--- src/rtl/lsu_pkg.sv ---
// Shared types and helpers for the load/store unit: FSM states, RISC-V
// funct3 access codes and the byte-strobe mask for an access size.
package lsu_pkg;

    typedef enum logic [1:0] {
        ST_IDLE = 2'd0,
        ST_BUS  = 2'd1,
        ST_ERR  = 2'd2
    } lsu_state_e;

    localparam logic [2:0] F3_B  = 3'b000;
    localparam logic [2:0] F3_H  = 3'b001;
    localparam logic [2:0] F3_W  = 3'b010;
    localparam logic [2:0] F3_D  = 3'b011;
    localparam logic [2:0] F3_BU = 3'b100;
    localparam logic [2:0] F3_HU = 3'b101;
    localparam logic [2:0] F3_WU = 3'b110;

    // funct3[1:0] encodes log2 of the access size for every legal code.
    function automatic logic [7:0] strb_mask(input logic [1:0] size);
        case (size)
            2'd0:    return 8'h01;
            2'd1:    return 8'h03;
            2'd2:    return 8'h0F;
            default: return 8'hFF;
        endcase
    endfunction

endpackage

--- src/rtl/lsu_if.sv ---
// CPU request/response and data-bus signals of the load/store unit,
// bundled so the unit sees the slave view and a driver the master view.
interface lsu_if #(
    parameter int ADDR_W = 32,
    parameter int DATA_W = 32
);
    logic                  req_valid;
    logic                  req_ready;
    logic                  req_write;
    logic [2:0]            req_funct3;
    logic [ADDR_W-1:0]     req_addr;
    logic [DATA_W-1:0]     req_wdata;

    logic                  resp_valid;
    logic [DATA_W-1:0]     resp_rdata;
    logic                  resp_err;

    logic                  data_read;
    logic                  data_write;
    logic [ADDR_W-1:0]     data_adr_o;
    logic [DATA_W-1:0]     data_bus_o;
    logic [DATA_W/8-1:0]   data_sel_o;
    logic [DATA_W-1:0]     data_bus_i;
    logic                  data_good;

    modport slave (
        input  req_valid, req_write, req_funct3, req_addr, req_wdata,
        input  data_bus_i, data_good,
        output req_ready, resp_valid, resp_rdata, resp_err,
        output data_read, data_write, data_adr_o, data_bus_o, data_sel_o
    );

    modport master (
        output req_valid, req_write, req_funct3, req_addr, req_wdata,
        output data_bus_i, data_good,
        input  req_ready, resp_valid, resp_rdata, resp_err,
        input  data_read, data_write, data_adr_o, data_bus_o, data_sel_o
    );

endinterface

--- src/rtl/lsu_align.sv ---
// Combinational alignment: request legality, store lane replication and
// byte enables, and load lane extraction with sign/zero extension.
module lsu_align
    import lsu_pkg::*;
#(
    parameter int DATA_W = 32,
    localparam int NB    = DATA_W / 8,
    localparam int OFF_W = $clog2(NB)
) (
    input  logic              req_write_i,
    input  logic [2:0]        req_funct3_i,
    input  logic [OFF_W-1:0]  req_off_i,
    input  logic [DATA_W-1:0] req_wdata_i,
    output logic              req_ok_o,
    output logic [DATA_W-1:0] st_bus_o,
    output logic [NB-1:0]     st_sel_o,

    input  logic [2:0]        ld_funct3_i,
    input  logic [OFF_W-1:0]  ld_off_i,
    input  logic [DATA_W-1:0] ld_bus_i,
    output logic [DATA_W-1:0] ld_data_o
);

    localparam bit IS64 = (DATA_W == 64);

    logic              f3_ok;
    logic              misaligned;
    logic [OFF_W-1:0]  amask;
    logic [7:0]        mask8;
    logic [DATA_W-1:0] shifted;
    logic signed [7:0]  b_s;
    logic signed [15:0] h_s;
    logic signed [31:0] w_s;

    always_comb begin
        f3_ok = 1'b0;
        if (req_write_i) begin
            case (req_funct3_i)
                F3_B, F3_H, F3_W: f3_ok = 1'b1;
                F3_D:             f3_ok = IS64;
                default:          f3_ok = 1'b0;
            endcase
        end else begin
            case (req_funct3_i)
                F3_B, F3_H, F3_W, F3_BU, F3_HU: f3_ok = 1'b1;
                F3_D, F3_WU:                    f3_ok = IS64;
                default:                        f3_ok = 1'b0;
            endcase
        end
        amask      = OFF_W'((4'd1 << req_funct3_i[1:0]) - 4'd1);
        misaligned = |(req_off_i & amask);
        req_ok_o   = f3_ok && !misaligned;
    end

    // Each byte lane takes the store byte at the same position modulo the access size.
    always_comb begin
        st_bus_o = '0;
        for (int b = 0; b < NB; b++) begin
            int lane;
            lane = b & ((1 << req_funct3_i[1:0]) - 1) & (NB - 1);
            st_bus_o[b*8 +: 8] = req_wdata_i[lane*8 +: 8];
        end
        mask8    = strb_mask(req_funct3_i[1:0]);
        st_sel_o = mask8[NB-1:0] << req_off_i;
    end

    always_comb begin
        shifted = ld_bus_i >> {ld_off_i, 3'b000};
        b_s     = shifted[7:0];
        h_s     = shifted[15:0];
        w_s     = shifted[31:0];
        case (ld_funct3_i)
            F3_B:    ld_data_o = DATA_W'(b_s);
            F3_H:    ld_data_o = DATA_W'(h_s);
            F3_W:    ld_data_o = DATA_W'(w_s);
            F3_BU:   ld_data_o = DATA_W'(shifted[7:0]);
            F3_HU:   ld_data_o = DATA_W'(shifted[15:0]);
            F3_WU:   ld_data_o = DATA_W'(shifted[31:0]);
            default: ld_data_o = shifted;
        endcase
    end

endmodule

--- src/rtl/load_store_unit.sv ---
// RISC-V load/store unit: accepts one CPU access, runs it on a strobe/ack
// data bus with a wait-cycle timeout, and returns a one-cycle response.
module load_store_unit
    import lsu_pkg::*;
#(
    parameter int ADDR_W  = 32,
    parameter int DATA_W  = 32,
    parameter int TIMEOUT = 255
) (
    input  logic   clk,
    input  logic   rst,
    lsu_if.slave   io,
    output logic   busy
);

    localparam int NB    = DATA_W / 8;
    localparam int OFF_W = $clog2(NB);
    localparam int TO_W  = $clog2(TIMEOUT + 1);

    lsu_state_e        state_q, state_d;
    logic [TO_W-1:0]   wait_q, wait_d;
    logic [2:0]        ld_f3_q, ld_f3_d;
    logic [OFF_W-1:0]  ld_off_q, ld_off_d;
    logic              rd_q, rd_d;
    logic              wr_q, wr_d;
    logic [ADDR_W-1:0] adr_q, adr_d;
    logic [DATA_W-1:0] bus_q, bus_d;
    logic [NB-1:0]     sel_q, sel_d;
    logic              resp_valid_q, resp_valid_d;
    logic              resp_err_q, resp_err_d;
    logic [DATA_W-1:0] resp_rdata_q, resp_rdata_d;

    logic              req_ok;
    logic [DATA_W-1:0] st_bus;
    logic [NB-1:0]     st_sel;
    logic [DATA_W-1:0] ld_data;

    lsu_align #(.DATA_W(DATA_W)) u_align (
        .req_write_i  (io.req_write),
        .req_funct3_i (io.req_funct3),
        .req_off_i    (io.req_addr[OFF_W-1:0]),
        .req_wdata_i  (io.req_wdata),
        .req_ok_o     (req_ok),
        .st_bus_o     (st_bus),
        .st_sel_o     (st_sel),
        .ld_funct3_i  (ld_f3_q),
        .ld_off_i     (ld_off_q),
        .ld_bus_i     (io.data_bus_i),
        .ld_data_o    (ld_data)
    );

    always_comb begin
        state_d      = state_q;
        wait_d       = wait_q;
        ld_f3_d      = ld_f3_q;
        ld_off_d     = ld_off_q;
        rd_d         = rd_q;
        wr_d         = wr_q;
        adr_d        = adr_q;
        bus_d        = bus_q;
        sel_d        = sel_q;
        resp_valid_d = 1'b0;
        resp_err_d   = 1'b0;
        resp_rdata_d = resp_rdata_q;
        case (state_q)
            ST_IDLE: begin
                if (io.req_valid) begin
                    if (req_ok) begin
                        state_d  = ST_BUS;
                        wait_d   = '0;
                        rd_d     = !io.req_write;
                        wr_d     = io.req_write;
                        adr_d    = {io.req_addr[ADDR_W-1:OFF_W], {OFF_W{1'b0}}};
                        bus_d    = st_bus;
                        sel_d    = st_sel;
                        ld_f3_d  = io.req_funct3;
                        ld_off_d = io.req_addr[OFF_W-1:0];
                    end else begin
                        state_d      = ST_ERR;
                        resp_valid_d = 1'b1;
                        resp_err_d   = 1'b1;
                        resp_rdata_d = '0;
                    end
                end
            end
            ST_BUS: begin
                if (io.data_good) begin
                    state_d      = ST_IDLE;
                    rd_d         = 1'b0;
                    wr_d         = 1'b0;
                    resp_valid_d = 1'b1;
                    resp_rdata_d = rd_q ? ld_data : '0;
                end else begin
                    wait_d = wait_q + 1'b1;
                    // The cycle that brings the counter to TIMEOUT is the last one on the bus.
                    if (wait_q == TO_W'(TIMEOUT - 1)) begin
                        state_d      = ST_ERR;
                        rd_d         = 1'b0;
                        wr_d         = 1'b0;
                        resp_valid_d = 1'b1;
                        resp_err_d   = 1'b1;
                        resp_rdata_d = '0;
                    end
                end
            end
            ST_ERR: begin
                state_d = ST_IDLE;
            end
            default: begin
                state_d = ST_IDLE;
            end
        endcase
    end

    always_ff @(posedge clk) begin
        if (rst) begin
            state_q      <= ST_IDLE;
            wait_q       <= '0;
            ld_f3_q      <= '0;
            ld_off_q     <= '0;
            rd_q         <= 1'b0;
            wr_q         <= 1'b0;
            adr_q        <= '0;
            bus_q        <= '0;
            sel_q        <= '0;
            resp_valid_q <= 1'b0;
            resp_err_q   <= 1'b0;
            resp_rdata_q <= '0;
        end else begin
            state_q      <= state_d;
            wait_q       <= wait_d;
            ld_f3_q      <= ld_f3_d;
            ld_off_q     <= ld_off_d;
            rd_q         <= rd_d;
            wr_q         <= wr_d;
            adr_q        <= adr_d;
            bus_q        <= bus_d;
            sel_q        <= sel_d;
            resp_valid_q <= resp_valid_d;
            resp_err_q   <= resp_err_d;
            resp_rdata_q <= resp_rdata_d;
        end
    end

    assign io.req_ready  = (state_q == ST_IDLE);
    assign busy          = (state_q != ST_IDLE);
    assign io.data_read  = rd_q;
    assign io.data_write = wr_q;
    assign io.data_adr_o = adr_q;
    assign io.data_bus_o = bus_q;
    assign io.data_sel_o = sel_q;
    assign io.resp_valid = resp_valid_q;
    assign io.resp_err   = resp_err_q;
    assign io.resp_rdata = resp_rdata_q;

endmodule

--- src/flat_wrapper.sv ---
// flat-port wrapper written by rule: the top's interface ports become plain ports
module load_store_unit_flat import lsu_pkg::*;
#(
    parameter int ADDR_W  = 32,
    parameter int DATA_W  = 32,
    parameter int TIMEOUT = 255
)
  (clk, rst, busy, io_req_valid, io_req_write, io_req_funct3, io_req_addr, io_req_wdata, io_data_bus_i, io_data_good, io_req_ready, io_resp_valid, io_resp_rdata, io_resp_err, io_data_read, io_data_write, io_data_adr_o, io_data_bus_o, io_data_sel_o);
  lsu_if #(.ADDR_W(ADDR_W), .DATA_W(DATA_W)) io_i ();
  input  logic clk;
  input  logic rst;
  output logic busy;
  input wire logic [$bits(io_i.req_valid)-1:0] io_req_valid;
  input wire logic [$bits(io_i.req_write)-1:0] io_req_write;
  input wire logic [$bits(io_i.req_funct3)-1:0] io_req_funct3;
  input wire logic [$bits(io_i.req_addr)-1:0] io_req_addr;
  input wire logic [$bits(io_i.req_wdata)-1:0] io_req_wdata;
  input wire logic [$bits(io_i.data_bus_i)-1:0] io_data_bus_i;
  input wire logic [$bits(io_i.data_good)-1:0] io_data_good;
  output wire logic [$bits(io_i.req_ready)-1:0] io_req_ready;
  output wire logic [$bits(io_i.resp_valid)-1:0] io_resp_valid;
  output wire logic [$bits(io_i.resp_rdata)-1:0] io_resp_rdata;
  output wire logic [$bits(io_i.resp_err)-1:0] io_resp_err;
  output wire logic [$bits(io_i.data_read)-1:0] io_data_read;
  output wire logic [$bits(io_i.data_write)-1:0] io_data_write;
  output wire logic [$bits(io_i.data_adr_o)-1:0] io_data_adr_o;
  output wire logic [$bits(io_i.data_bus_o)-1:0] io_data_bus_o;
  output wire logic [$bits(io_i.data_sel_o)-1:0] io_data_sel_o;
  assign io_i.req_valid = io_req_valid;
  assign io_i.req_write = io_req_write;
  assign io_i.req_funct3 = io_req_funct3;
  assign io_i.req_addr = io_req_addr;
  assign io_i.req_wdata = io_req_wdata;
  assign io_i.data_bus_i = io_data_bus_i;
  assign io_i.data_good = io_data_good;
  assign io_req_ready = io_i.req_ready;
  assign io_resp_valid = io_i.resp_valid;
  assign io_resp_rdata = io_i.resp_rdata;
  assign io_resp_err = io_i.resp_err;
  assign io_data_read = io_i.data_read;
  assign io_data_write = io_i.data_write;
  assign io_data_adr_o = io_i.data_adr_o;
  assign io_data_bus_o = io_i.data_bus_o;
  assign io_data_sel_o = io_i.data_sel_o;
  load_store_unit #(.ADDR_W(ADDR_W), .DATA_W(DATA_W), .TIMEOUT(TIMEOUT)) u_core (.clk(clk), .rst(rst), .io(io_i), .busy(busy));
endmodule
--- config.mk ---
export PLATFORM = sky130hd
export DESIGN_NAME = load_store_unit_flat
export DESIGN_NICKNAME = d
export VERILOG_FILES = /design/src/rtl/lsu_pkg.sv /design/src/rtl/lsu_if.sv /design/src/rtl/lsu_align.sv /design/src/rtl/load_store_unit.sv /design/src/flat_wrapper.sv
export SDC_FILE = /design/constraint.sdc
export NUM_CORES = 1
export LEC_CHECK = 0
export ABC_AREA = 1
export BUFFER_PORTS_ARGS = -buffer_cell sky130_fd_sc_hd__buf_2
export CELL_PAD_IN_SITES_DETAIL_PLACEMENT = 0
export CELL_PAD_IN_SITES_GLOBAL_PLACEMENT = 2
export CORE_MARGIN = 5
export CORE_UTILIZATION = 26
export DETAILED_ROUTE_END_ITERATION = 6
export PLACE_DENSITY = 0.87
export SLEW_MARGIN = 20
export SYNTH_ARGS = -nofsm -noshare
export SYNTH_HDL_FRONTEND = slang
export SYNTH_SLANG_ARGS = --single-unit
--- constraint.sdc ---
create_clock -name clk -period 1.95 [get_ports clk]
set_clock_uncertainty 0.05 [all_clocks]
set_input_delay 0.195 -clock clk [delete_from_list [all_inputs] [get_ports clk]]
set_output_delay 0.195 -clock clk [all_outputs]
set_load 0.05 [all_outputs]
## After elaboration in Yosys (flattened, before gate mapping)

Index checks and enable logic that the tools add are counted.

| storage, ports and cells | value |
|---|---|
| register bits | 117 |
| input port bits | 104 |
| output and inout bits | 106 |

| cells by class | value |
|---|---|
| add/subtract/negate cells | 3 |
| equal/unequal tests | 16 |
| shifts and indexed selects | 7 |
| mux-type cells | 35 |
| bitwise gates (word level) | 1 |
| reduce and logical (&&, ||, !) cells | 17 |

Operators by type and width:

| operator | count |
|---|---|
| $mux 32 | 5 |
| $pmux 32 s4 | 1 |
| $pmux 32 s2 | 1 |
| $shiftx 32x6->8 | 2 |
| $shiftx 32x5->8 | 1 |
| $shr 32x5->32 | 1 |
| $mux 8 | 3 |
| $pmux 8 s2 | 1 |
| $mux 1 | 14 |
| $eq 3x3->1 const B | 4 |
| $pmux 4 s3 | 1 |
| $reduce_and 4->1 | 3 |
| $add 8x1->8 const B | 1 |
| $eq 8x8->1 const B | 1 |
| $mux 2 | 4 |
| $pmux 1 s2 | 4 |
| $eq 3x1->1 const B | 2 |
| $logic_not 3->1 | 2 |
| $ne 2x2->1 const B | 3 |
| $reduce_or 5->1 | 1 |
| $eq 2x1->1 const B | 2 |
| $logic_not 2->1 | 2 |
| $pmux 2 s2 | 1 |
| $reduce_bool 2->1 | 2 |
| other kinds (15) | 17 |

## Logic depth before layout (Yosys ltp)

Gate-level depths: netlist of run 1.

| depth | value |
|---|---|
| depth in word-level cells | 9 |
| mapped depth | 12 |

## Hierarchy

From an unflattened synthesis of run 1, not the netlist that was laid out.

| second synthesis, totals | value |
|---|---|
| cells, all modules | 808 |
| area, all modules | 5,541.6 um^2 |

By module, submodules not included:

| module | instances | cells an instance | area an instance (um^2) | sequential area each (um^2) |
|---|---|---|---|---|
| load_store_unit | 1 | 555 | 4,296.6 | 2,342.2 |
| lsu_align | 1 | 253 | 1,244.9 | 0.0 |

## Least setup slack after synthesis of run 1

Ideal clock, no wire load.

| timing | value |
|---|---|
| path kind | register -> register |
| from | register u_core.state_q[1] |
| to | register u_core.rd_q (netlist: u_core.io.data_read) |
| library setup time | 70 ps |
| data arrival time | 1,480 ps |
| setup slack | 350 ps |
| cell stages (with the launch flop) | 8 |
| path buffers | 0 |
| clock period less this slack | 1,600 ps |
| cells stage by stage | dfxtp_1 > nor2_4 > inv_1 > nor2_1 > a21oi_1 > nand2_1 > nand2_1 > a21oi_1 |

| between the ends | value |
|---|---|
| longest elaborated chain between the ends | 3 |

RTL lines:

| element | line | RTL |
|---|---|---|
| start: declaration | load_store_unit.sv:20 | `lsu_state_e state_q, state_d;` |
| start signal: assignment | load_store_unit.sv:130 | `state_q <= state_d;` |
| $logic_not 2->1 * | n/a |  |
| via io_req_ready | flat_wrapper.sv:20 | `output wire logic [$bits(io_i.req_ready)-1:0] io_req_ready;` |
| $ne 2x1->1 (no line), or another cell as far along | n/a |  |
| $reduce_and 4->1 (no line) | n/a |  |
| end signal: assignment | load_store_unit.sv:134 | `rd_q <= rd_d;` |
| end: declaration | load_store_unit.sv:24 | `logic rd_q, rd_d;` |

The timed path passes the listed nets; every way through them passes the cells marked *.
A chain may end at the register's enable or synchronous reset.

## Final worst setup path of run 1

| timing | value |
|---|---|
| from | register u_core.wait_q[0] |
| to | register u_core.resp_rdata_q[24] (netlist: u_core.io.resp_rdata[24]) |

| between the ends | value |
|---|---|
| longest elaborated chain between the ends | 3 |

RTL lines:

| element | line | RTL |
|---|---|---|
| start: declaration | load_store_unit.sv:21 | `logic [TO_W-1:0] wait_q, wait_d;` |
| start signal: assignment | load_store_unit.sv:131 | `wait_q <= wait_d;` |
| $eq 8x8->1 | load_store_unit.sv:96 | `if (wait_q == TO_W'(TIMEOUT - 1)) begin` |
| $ne 3x2->1 (no line) | n/a |  |
| $reduce_and 4->1 (no line) | n/a |  |
| end signal: assignment | load_store_unit.sv:141 | `resp_rdata_q <= resp_rdata_d;` |
| end: declaration | load_store_unit.sv:31 | `logic [DATA_W-1:0] resp_rdata_q, resp_rdata_d;` |

Every way passes these cells.

==> results of run 1 <==
## registers in the layout, summed over array words and instances, names as in the netlist
name,count
u_core.io.data_bus_o,32
u_core.io.resp_rdata,32
u_core.io.data_adr_o,30
u_core.wait_q,8
u_core.io.data_sel_o,4
u_core.ld_f3_q,3
u_core.ld_off_q,2
u_core.state_q,2
u_core.io.data_read,1
u_core.io.data_write,1
u_core.io.resp_err,1
u_core.io.resp_valid,1
## synth_stat cells, drive strengths merged
cell / number
a21oi: 118
nand4: 3
buf: 36
o21bai: 1
clkbuf: 18
dfxtp: 117
inv: 36
nor3: 1
nand2: 309
nor2: 19
ha: 2
xor2: 3
o21ai: 59
or2: 16
nand3: 75
conb: 1
## logic make-up after synthesis
group,after synthesis
and+or+nand+nor,423
AOI/OAI and AO/OA,178
xor gates and xnor gates,3
adders and majority gates,2
other,1
buffers and inverters,90
DFF,117
## power breakdown
part	switching, mW	leakage, nW	total [mW]	internal (mW)
sequential	0.0432	0.948	2.51	2.47
combinational	0.789	2.23	1.15	0.362
clock	1.33	0.309	3.40	2.07
## worst max-delay path, delay by kind of cell, from the launching register on
| kind | cells | cell delay (ns) |
|---|---|---|
| simple gates | 6 | 0.47 |
| fa+ha+maj | 1 | 0.19 |
| compound gates | 1 | 0.15 |
| flops | 1 | 0.38 |
| buf+inv | 2 | 0.30 |
## worst paths after layout
kind | from | slack (ns) | end | cells after the start
hold / removal | io_req_addr[14] | 0.03 | u_core.io.data_adr_o[14]$_SDFFE_PP0P_ | 3
setup / recovery | u_core.wait_q[0]$_SDFFE_PP0P_ | 0.33 | u_core.io.resp_rdata[24]$_SDFFE_PP0P_ | 10
setup reg to reg | u_core.wait_q[0]$_SDFFE_PP0P_ | 0.33 | u_core.io.resp_rdata[24]$_SDFFE_PP0P_ | 10
hold reg to reg | u_core.io.resp_rdata[6]$_SDFFE_PP0P_ | 0.41 | u_core.io.resp_rdata[6]$_SDFFE_PP0P_ | 2
## per-layer routing
metal	vias up	global-route usage [%]	routed length (µm)
met5	-	0	45
met4	8	4.71	333
met3	23	5.42	1580
met2	190	25.5	8810
met1	2691	20.4	8890
li1	3103	-	-
## metrics by stage
stage | total power [mW] | std cells | instance area, µm²
CTS | 7.17 | 1334 | 7940
finish | 7.06 | 1334 | 7940
floorplan | 3.33 | 815 | 5660
global route | 7.38 | 1334 | 7940
global placement | 3.67 | 1264 | 6930
detailed placement | 3.67 | 1264 | 6930
## cell usage in the layout, fill, tap and decap left out, types with 2 or more instances in the layout
master | synthesis | final
a21oi_1 | 108 | 108
a21oi_2 | 10 | 10
buf_12 | 1 | 5
buf_2 | 20 | 206
buf_4 | 12 | 12
bufinv_16 | 0 | 3
clkbuf_16 | 0 | 17
clkinv_4 | 0 | 2
conb_1 | 1 | 2
dfxtp_1 | 117 | 117
dlygate4sd3_1 | 0 | 38
ha_1 | 2 | 2
inv_1 | 29 | 29
inv_2 | 6 | 6
inv_6 | 0 | 4
inv_8 | 0 | 5
nand2_1 | 301 | 301
nand2_2 | 7 | 7
nand3_1 | 62 | 62
nand3_2 | 11 | 10
nand3_4 | 2 | 3
nand4_1 | 3 | 3
nor2_1 | 13 | 13
nor2_4 | 5 | 5
o21ai_0 | 57 | 57
o21ai_2 | 2 | 2
or2_0 | 9 | 9
or2_2 | 7 | 7
xor2_1 | 3 | 3
## area by class of cell
| type | instances | area share [%] |
|---|---|---|
| clock inverter | 15 | 2.60 |
| multi-input combinational | 608 | 36.3 |
| tap | 280 | 4.41 |
| clock buffer | 17 | 5.36 |
| timing repair buffer | 261 | 20.2 |
| inverter | 36 | 1.73 |
| sequential | 117 | 29.5 |
## repair_timing
| action | in CTS | in global routing |
|---|---|---|
| setup buffers | 0 | 0 |
| hold buffers | 38 | 0 |
| hold endpoints to repair | 38 | 0 |
| endpoints found under the setup margin | 0 | 0 |
==> qor.csv, run 1 <==
stage,metric,value,unit
status,status,completed,
sta,Fin. Hold Viols,0,
layout,# fillers,2396,
layout,fin util,36.7,%
power,Leak,3.49,nW
sta,Tmin final,1.62,ns
critical_path,CP most frequent cell,nand2_1,
power,worst IR drop on VDD,0.621,mV
global_routing,largest net degree at the start of global routing,65,
critical_path,"Data required, critical path",2.25,ns
die,Initial Util,26.2,%
power,pwr/cell area,889,mW/mm²
synthesis,Syn Area/Cell,6.95,µm²
clocking,H-tree levels,4,
synthesis,Synth Area in Adders,0.442,%
die,Die X,158,µm
critical_path,slowest CP cell,dfxtp_1,
sta,Max-slew headroom,60.5,%
critical_path,startpoint type of the worst setup path,register,
sta,Hold WS,0.0278,ns
detailed_routing,Pre-antenna DRT Iters,7,
critical_path,Crit. End Element,register,
synthesis,Cell variety after synth,30,
synthesis,cell taking the most area after synthesis,dfxtp_1,
clocking,clock sink total,117,
clocking,clk_lat worst skew,0.41,ns
clocking,Max clock buf depth,2,
synthesis,Synth Area in Simple Gates,33.1,%
global_routing,grt ovf,0,
clocking,TritonCTS Buffers,17,
run,MaxCap Viol Count,0,
min_path,Min-Delay Path Class,in -> reg,
layout,Reg area,0.00234,mm²
synthesis,Synth Area in Compound Gates,16.6,%
synthesis,sequential area share after synthesis,41.4,%
synthesis,post-synthesis cell count,814,
sta,final period utilization,83.0,%
die,core area,0.0216,mm²
placed_design,DP HPWL,13900,µm
layout,ANT cells,0,
synthesis,Synth Register Bits,117,
synthesis,Synth top area share,41.4,%
clocking,clock root buffer,clkbuf_16,
synthesis,largest family of logic cells by synthesized area,simple AND/OR/NAND/NOR gates,
synthesis,Synth Area in XOR/XNOR,0.464,%
synthesis,post-synthesis mux area share,0,%
critical_path,crit path DAT,1.92,ns
sta,max-slew violation count,0,
layout,multi-input logic area,0.00288,mm²
detailed_routing,total vias in the final route,6015,
layout,fraction of layout cells with a size suffix above 1,29.2,%
sta,Fin Setup TNS,0,ns
critical_path,kind of critical path,reg -> reg,
detailed_routing,Avg WL per Cell,14.7,µm
placed_design,routability cong.,0.786,
clocking,"Clk pin slew, worst setup/hold paths",0.06,ns
detailed_routing,Antenna Violating Nets Remaining,0,
die,Die ar.,0.0248,mm²
die,I/O pin cnt,210,
placed_design,Port Buffers,207,
clocking,CTS tree,yes,
global_routing,initial antenna violation count,4,
sta,"Setup violations, final",0,
layout,area delta synth->final,40.3,%
layout,final net count,1147,
global_routing,All-Layer GR Usage,15.9,%
critical_path,CP cell instances,inv_1 > ha_1 > nand2_1 > nor2_1 > nand2_1 > nand2_1 > nand2_2 > buf_4 > nand3_1 > a21oi_2,
detailed_routing,final wirelength,19700,µm
sta,Worst-Margin Slew,0.593,ns
critical_path,crit-path max cell delay,0.38,ns
global_routing,vias in the first global route,5999,
critical_path,largest fanout on the critical path,16,
detailed_routing,# DRC,0,
detailed_routing,vias per std cell,4.51,
die,Placement Rows,54,
sta,"Worst Setup Slack, final",0.331,ns
detailed_routing,initial DRC count,248,
clocking,post_cts resized,0,
synthesis,synthesized cell area,0.00566,mm²
die,DIE HEIGHT,158,µm
synthesis,dominant cells by area after synthesis,"dfxtp_1 (41%), nand2_1 (20%), a21oi_1 (9.5%), nand3_1 (5.5%), o21ai_0 (5.0%)",
sta,RSZ-0062 raised after global routing,false,
synthesis,Synthesis Warnings,0,
placed_design,dpl ws,0.268,ns
global_routing,first-pass GRT wire length,31400,µm
sta,Peak Freq,0.618,GHz
Note: power is estimated with default switching activity, not from simulation.
==> inputs of run 2 (changes only) <==
==> constraint.sdc (replaced) <==
create_clock -name clk -period 1.5 [get_ports clk]
set_clock_uncertainty 0.05 [all_clocks]
set_input_delay 0.15 -clock clk [delete_from_list [all_inputs] [get_ports clk]]
set_output_delay 0.15 -clock clk [all_outputs]
set_load 0.05 [all_outputs]
==> qor.csv, run 2 (synthesis results as in run 1) <==
stage,metric,value,unit
die,core area,0.0216,mm²
sta,final period utilization,97.9,%
detailed_routing,initial DRC count,259,
detailed_routing,vias per std cell,4.54,
critical_path,crit path DAT,1.70,ns
global_routing,All-Layer GR Usage,16.0,%
sta,Hold WS,0.0840,ns
layout,post-route cell area,0.00855,mm²
layout,# fillers,2334,
sta,Tmin final,1.47,ns
power,pwr/cell area,1040,mW/mm²
power,Leak,3.79,nW
clocking,clock sink total,117,
die,DIE HEIGHT,158,µm
die,Die X,158,µm
critical_path,kind of critical path,reg -> reg,
clocking,H-tree levels,4,
sta,RSZ-0062 raised after global routing,true,
min_path,Min-Delay Path Class,in -> reg,
global_routing,largest net degree at the start of global routing,42,
layout,fin util,39.5,%
status,status,completed,
sta,Fin. Hold Viols,0,
placed_design,routability cong.,0.798,
run,MaxCap Viol Count,0,
placed_design,DP Area,0.00729,mm²
clocking,clk_lat worst skew,0.41,ns
layout,area delta synth->final,51.0,%
detailed_routing,top layer reached by signal wires,met4,
die,Initial Util,26.2,%
detailed_routing,Avg WL per Cell,15.5,µm
sta,Peak Freq,0.681,GHz
detailed_routing,Pre-antenna DRT Iters,4,
detailed_routing,# DRC,0,
detailed_routing,final wirelength,21500,µm
layout,most frequent cells in the layout,"nand2_1 (298), buf_2 (204), dfxtp_1 (111)",
detailed_routing,met3 wire len,1930,µm
detailed_routing,total vias in the final route,6293,
die,Placement Rows,54,
clocking,"Clk pin slew, worst setup/hold paths",0.05,ns
die,I/O pin cnt,210,
layout,fraction of layout cells with a size suffix above 1,34.1,%
critical_path,startpoint type of the worst setup path,register,
detailed_routing,Antenna Violating Nets Remaining,0,
placed_design,DP HPWL,14900,µm
critical_path,"Data required, critical path",1.73,ns
global_routing,first-pass GRT wire length,31400,µm
layout,"most common cell after layout, fill and taps aside",nand2_1,
clocking,TritonCTS Buffers,17,
die,Die ar.,0.0248,mm²
sta,max-slew violation count,0,
power,worst IR drop on VDD,0.705,mV
clocking,Max clock buf depth,2,
critical_path,Crit. End Element,register,
global_routing,vias in the first global route,6078,
sta,"Setup violations, final",0,
clocking,clock root buffer,clkbuf_16,
clocking,CTS tree,yes,
critical_path,largest fanout on the critical path,8,
layout,final net count,1200,
placed_design,Port Buffers,207,
detailed_routing,met1 wire length,9000,µm
global_routing,grt ovf,0,
global_routing,initial antenna violation count,0,
detailed_routing,WL met2,10100,µm
[run 2: worst paths after layout]
kind                                   startpoint                                     to  slack [ns]  cells past startpoint
min                              io_req_wdata[16]  u_core.io.data_bus_o[16]$_SDFFE_PP0P_        0.08                      5
min reg2reg  u_core.io.resp_rdata[7]$_SDFFE_PP0P_   u_core.io.resp_rdata[7]$_SDFFE_PP0P_        0.40                      2
max                 u_core.wait_q[0]$_SDFFE_PP0P_  u_core.io.resp_rdata[29]$_SDFFE_PP0P_        0.03                     10
max reg2reg         u_core.wait_q[0]$_SDFFE_PP0P_  u_core.io.resp_rdata[29]$_SDFFE_PP0P_        0.03                     10
[run 2: power breakdown]
group	switching [mW]	internal (mW)	total (mW)
clock network	1.44	2.45	3.89
logic	1.13	0.617	1.75
registers	0.0533	3.21	3.26
[run 2: final cells by class]
class	instances	area [µm²]	area share (%)
diodes	1	2.50	0.0293
clock buffers	20	447	5.23
clock inverters	9	108	1.26
inverters	36	150	1.76
multi-input cells	609	3000	35.1
flip-flops and latches	117	2350	27.5
well taps	280	350	4.10
repair buffers	311	2120	24.8
repair inverters	2	17.5	0.205
[run 2: per-stage QoR]
step           setup WS, ns  setup TNS [ns]  instances  total power [mW]
4_1_cts            0.000383               0       1373              8.93
5_1_grt             -0.0185          -0.177       1384              9.32
2_1_floorplan       -0.0814           -3.52        815              4.34
6_report             0.0310               0       1385              8.90
3_3_place_gp        -0.0591          -0.154       1304              4.89
3_5_place_dp        -0.0658          -0.509       1304              4.89
[run 2: critical path, cell delays in order (launching register included)]
cell	delay, ns
dfxtp_2	0.32
inv_2	0.07
ha_4	0.12
nand2_1	0.05
nor2_1	0.10
nand2_1	0.10
nand2_2	0.09
nand2_4	0.11
clkbuf_16	0.19
nand3_1	0.10
a21oi_2	0.05
[run 2: metal layers]
metal  up-vias  track usage, %
met1      2852            19.5
met3        28            6.46
met2       207            26.3
met5         -               0
met4         0            4.26
li1       3206               -
[run 2: what timing repair did]
action | CTS | global route
setup buffers | 0 | 4
endpoints found under the hold margin | 40 | 0
endpoints found under the setup margin | 34 | 108
hold buffers | 40 | 0
gates resized for setup | 7 | 38
pin swaps | 0 | 4
cloned | 0 | 7
==> inputs of run 3 (changes only) <==
--- a/config.mk
+++ b/config.mk
@@ -12,7 +12,7 @@
 export CORE_MARGIN = 5
 export CORE_UTILIZATION = 26
 export DETAILED_ROUTE_END_ITERATION = 6
-export PLACE_DENSITY = 0.87
+export PLACE_DENSITY_LB_ADDON = 0.25
 export SLEW_MARGIN = 20
 export SYNTH_ARGS = -nofsm -noshare
 export SYNTH_HDL_FRONTEND = slang
==> qor.csv, run 3 (synthesis results as in run 1) <==
stage,metric,value,unit
layout,area delta synth->final,51.4,%
layout,fraction of layout cells with a size suffix above 1,35.0,%
layout,ANT cells,0,
clocking,TritonCTS Buffers,17,
detailed_routing,# DRC,0,
global_routing,largest net degree at the start of global routing,45,
die,Die X,158,µm
die,Placement Rows,54,
status,failing checks,negative setup slack,
layout,"most common cell after layout, fill and taps aside",nand2_1,
layout,most frequent cells in the layout,"nand2_1 (291), buf_2 (204), dfxtp_1 (112)",
power,total chip power,9.11,mW
critical_path,"Data required, critical path",1.74,ns
global_routing,initial antenna violation count,2,
critical_path,largest fanout on the critical path,8,
clocking,H-tree levels,4,
sta,RSZ-0062 raised after global routing,true,
power,Leak,3.78,nW
power,Comb power frac,19.4,%
detailed_routing,total vias in the final route,6173,
clocking,clk_lat worst skew,0.42,ns
detailed_routing,final wirelength,21900,µm
placed_design,routability cong.,0.782,
critical_path,CP most frequent cell,nand2_1,
sta,final period utilization,101,%
power,Clk network pwr share,44.8,%
min_path,Min-Delay Path Class,in -> reg,
critical_path,worst setup path start,u_core.wait_q[0]$_SDFFE_PP0P_,
power,Seq pwr share,35.8,%
critical_path,crit-path leading delay family,simple AND/OR/NAND/NOR gates,
critical_path,startpoint type of the worst setup path,register,
sta,Fin. Hold Viols,0,
run,MaxCap Viol Count,0,
clocking,clock sink total,117,
global_routing,first-pass GRT wire length,32500,µm
critical_path,worst flop-to-flop path startpoint,u_core.wait_q[0]$_SDFFE_PP0P_,
critical_path,slowest CP cell,dfxtp_2,
clocking,Max clock buf depth,2,
detailed_routing,Avg WL per Cell,15.9,µm
critical_path,crit path DAT,1.75,ns
power,switching pwr,2.81,mW
sta,"Setup violations, final",5,
die,I/O pin cnt,210,
die,DIE HEIGHT,158,µm
layout,post-route cell area,0.00857,mm²
power,Switching Fraction,30.9,%
sta,Peak Freq,0.661,GHz
detailed_routing,vias per std cell,4.48,
die,Initial Util,26.2,%
clocking,CTS tree,yes,
critical_path,number of buffers and inverters on the critical path,2,
clocking,clock root buffer,clkbuf_16,
min_path,critical hold path startpoint,io_req_addr[0],
sta,Fin Setup TNS,-0.0327,ns
critical_path,Crit. End Element,register,
clocking,"Clk pin slew, worst setup/hold paths",0.06,ns
die,core area,0.0216,mm²
sta,"Worst Setup Slack, final",-0.0119,ns
power,Pint,6.29,mW
placed_design,DP HPWL,15400,µm
critical_path,CP cell instances,inv_2 > ha_4 > nand2_1 > nor2_1 > nand2_1 > nand2_2 > nand2_4 > nand2_8 > clkinv_8 > nand2_1 > a21oi_1,
detailed_routing,Antenna Violating Nets Remaining,0,
placed_design,dpl ws,-0.0123,ns
die,Die ar.,0.0248,mm²
critical_path,kind of critical path,reg -> reg,
global_routing,All-Layer GR Usage,16.6,%
global_routing,vias in the first global route,6220,
placed_design,Port Buffers,207,
power,worst IR drop on VDD,0.698,mV
placed_design,DP Area,0.00725,mm²
power,pwr/cell area,1060,mW/mm²
global_routing,grt ovf,0,
sta,max-slew violation count,0,
critical_path,crit-path max cell delay,0.32,ns
layout,final net count,1192,
status,status,finished with violations,
detailed_routing,initial DRC count,308,
sta,Tmin final,1.51,ns
detailed_routing,Pre-antenna DRT Iters,5,
==> run 3: cell count changes in the layout (fill, tap and decap cells not counted), sizes merged <==
| cell | previous run | this run |
|---|---|---|
| clkinvlp | 2 | 3 |
| buf | 267 | 259 |
| clkinv | 5 | 6 |
| clkbuf | 24 | 22 |
| diode | 1 | 0 |
| inv | 38 | 41 |
==> run 3: final timing paths <==
kind | end | slack [ns] | depth (start not counted)
max | u_core.io.resp_rdata[11]$_SDFFE_PP0P_ | -0.01 | 11
min | u_core.ld_off_q[0]$_SDFFE_PP0P_ | 0.05 | 3
max reg2reg | u_core.io.resp_rdata[11]$_SDFFE_PP0P_ | -0.01 | 11
min reg2reg | u_core.io.data_adr_o[8]$_SDFFE_PP0P_ | 0.41 | 2
==> run 3: worst min-delay path, cell delays in order <==
cell,delay (ns)
buf_2,0.11
o21ai_1,0.10
a21oi_1,0.11
==> run 3: routing by layer <==
layer	share of wire (%)	global-route usage (%)	vias up
met5	0.087	0	-
met4	0.86	3.85	4
met3	7.9	5.66	16
met2	49	28.3	180
met1	42	20.3	2782
li1	-	-	3191
==> run 3: power by group through the flow <==
stage / logic, mW / registers, mW / clock network [mW]
floorplan: 0.728 / 3.62 / 0
global placement: 1.58 / 3.33 / 0
detailed placement: 1.57 / 3.33 / 0
CTS: 1.66 / 3.26 / 4.20
global route: 1.93 / 3.27 / 4.33
finish: 1.77 / 3.26 / 4.08
==> run 3: layout make-up <==
cell class                 count  area [µm²]
inverter                      36         155
multi-input combinational    609        3060
clock inverter                14         150
clock buffer                  18         429
tap                          280         350
sequential                   117        2350
timing repair inverter         2        27.5
fill                        2399       13100
timing repair buffer         303        2050
==> run 3: metrics by stage <==
step                util (%)  hold slack [ns]  std cells
finish                  39.6           0.0489       1379
global route            39.6           0.0744       1379
CTS                     38.1           0.0350       1370
detailed placement      33.5            0.356       1298
global placement        33.5            0.350       1298
floorplan                  -            0.243        815
==> run 3: timing repair <==
action,in CTS,in global routing
gates resized for setup,1,67
pin swaps,0,17
setup endpoints to repair,1,108
endpoints found under the hold margin,41,0
setup buffers,0,3
cloned,0,6
hold buffers,40,0
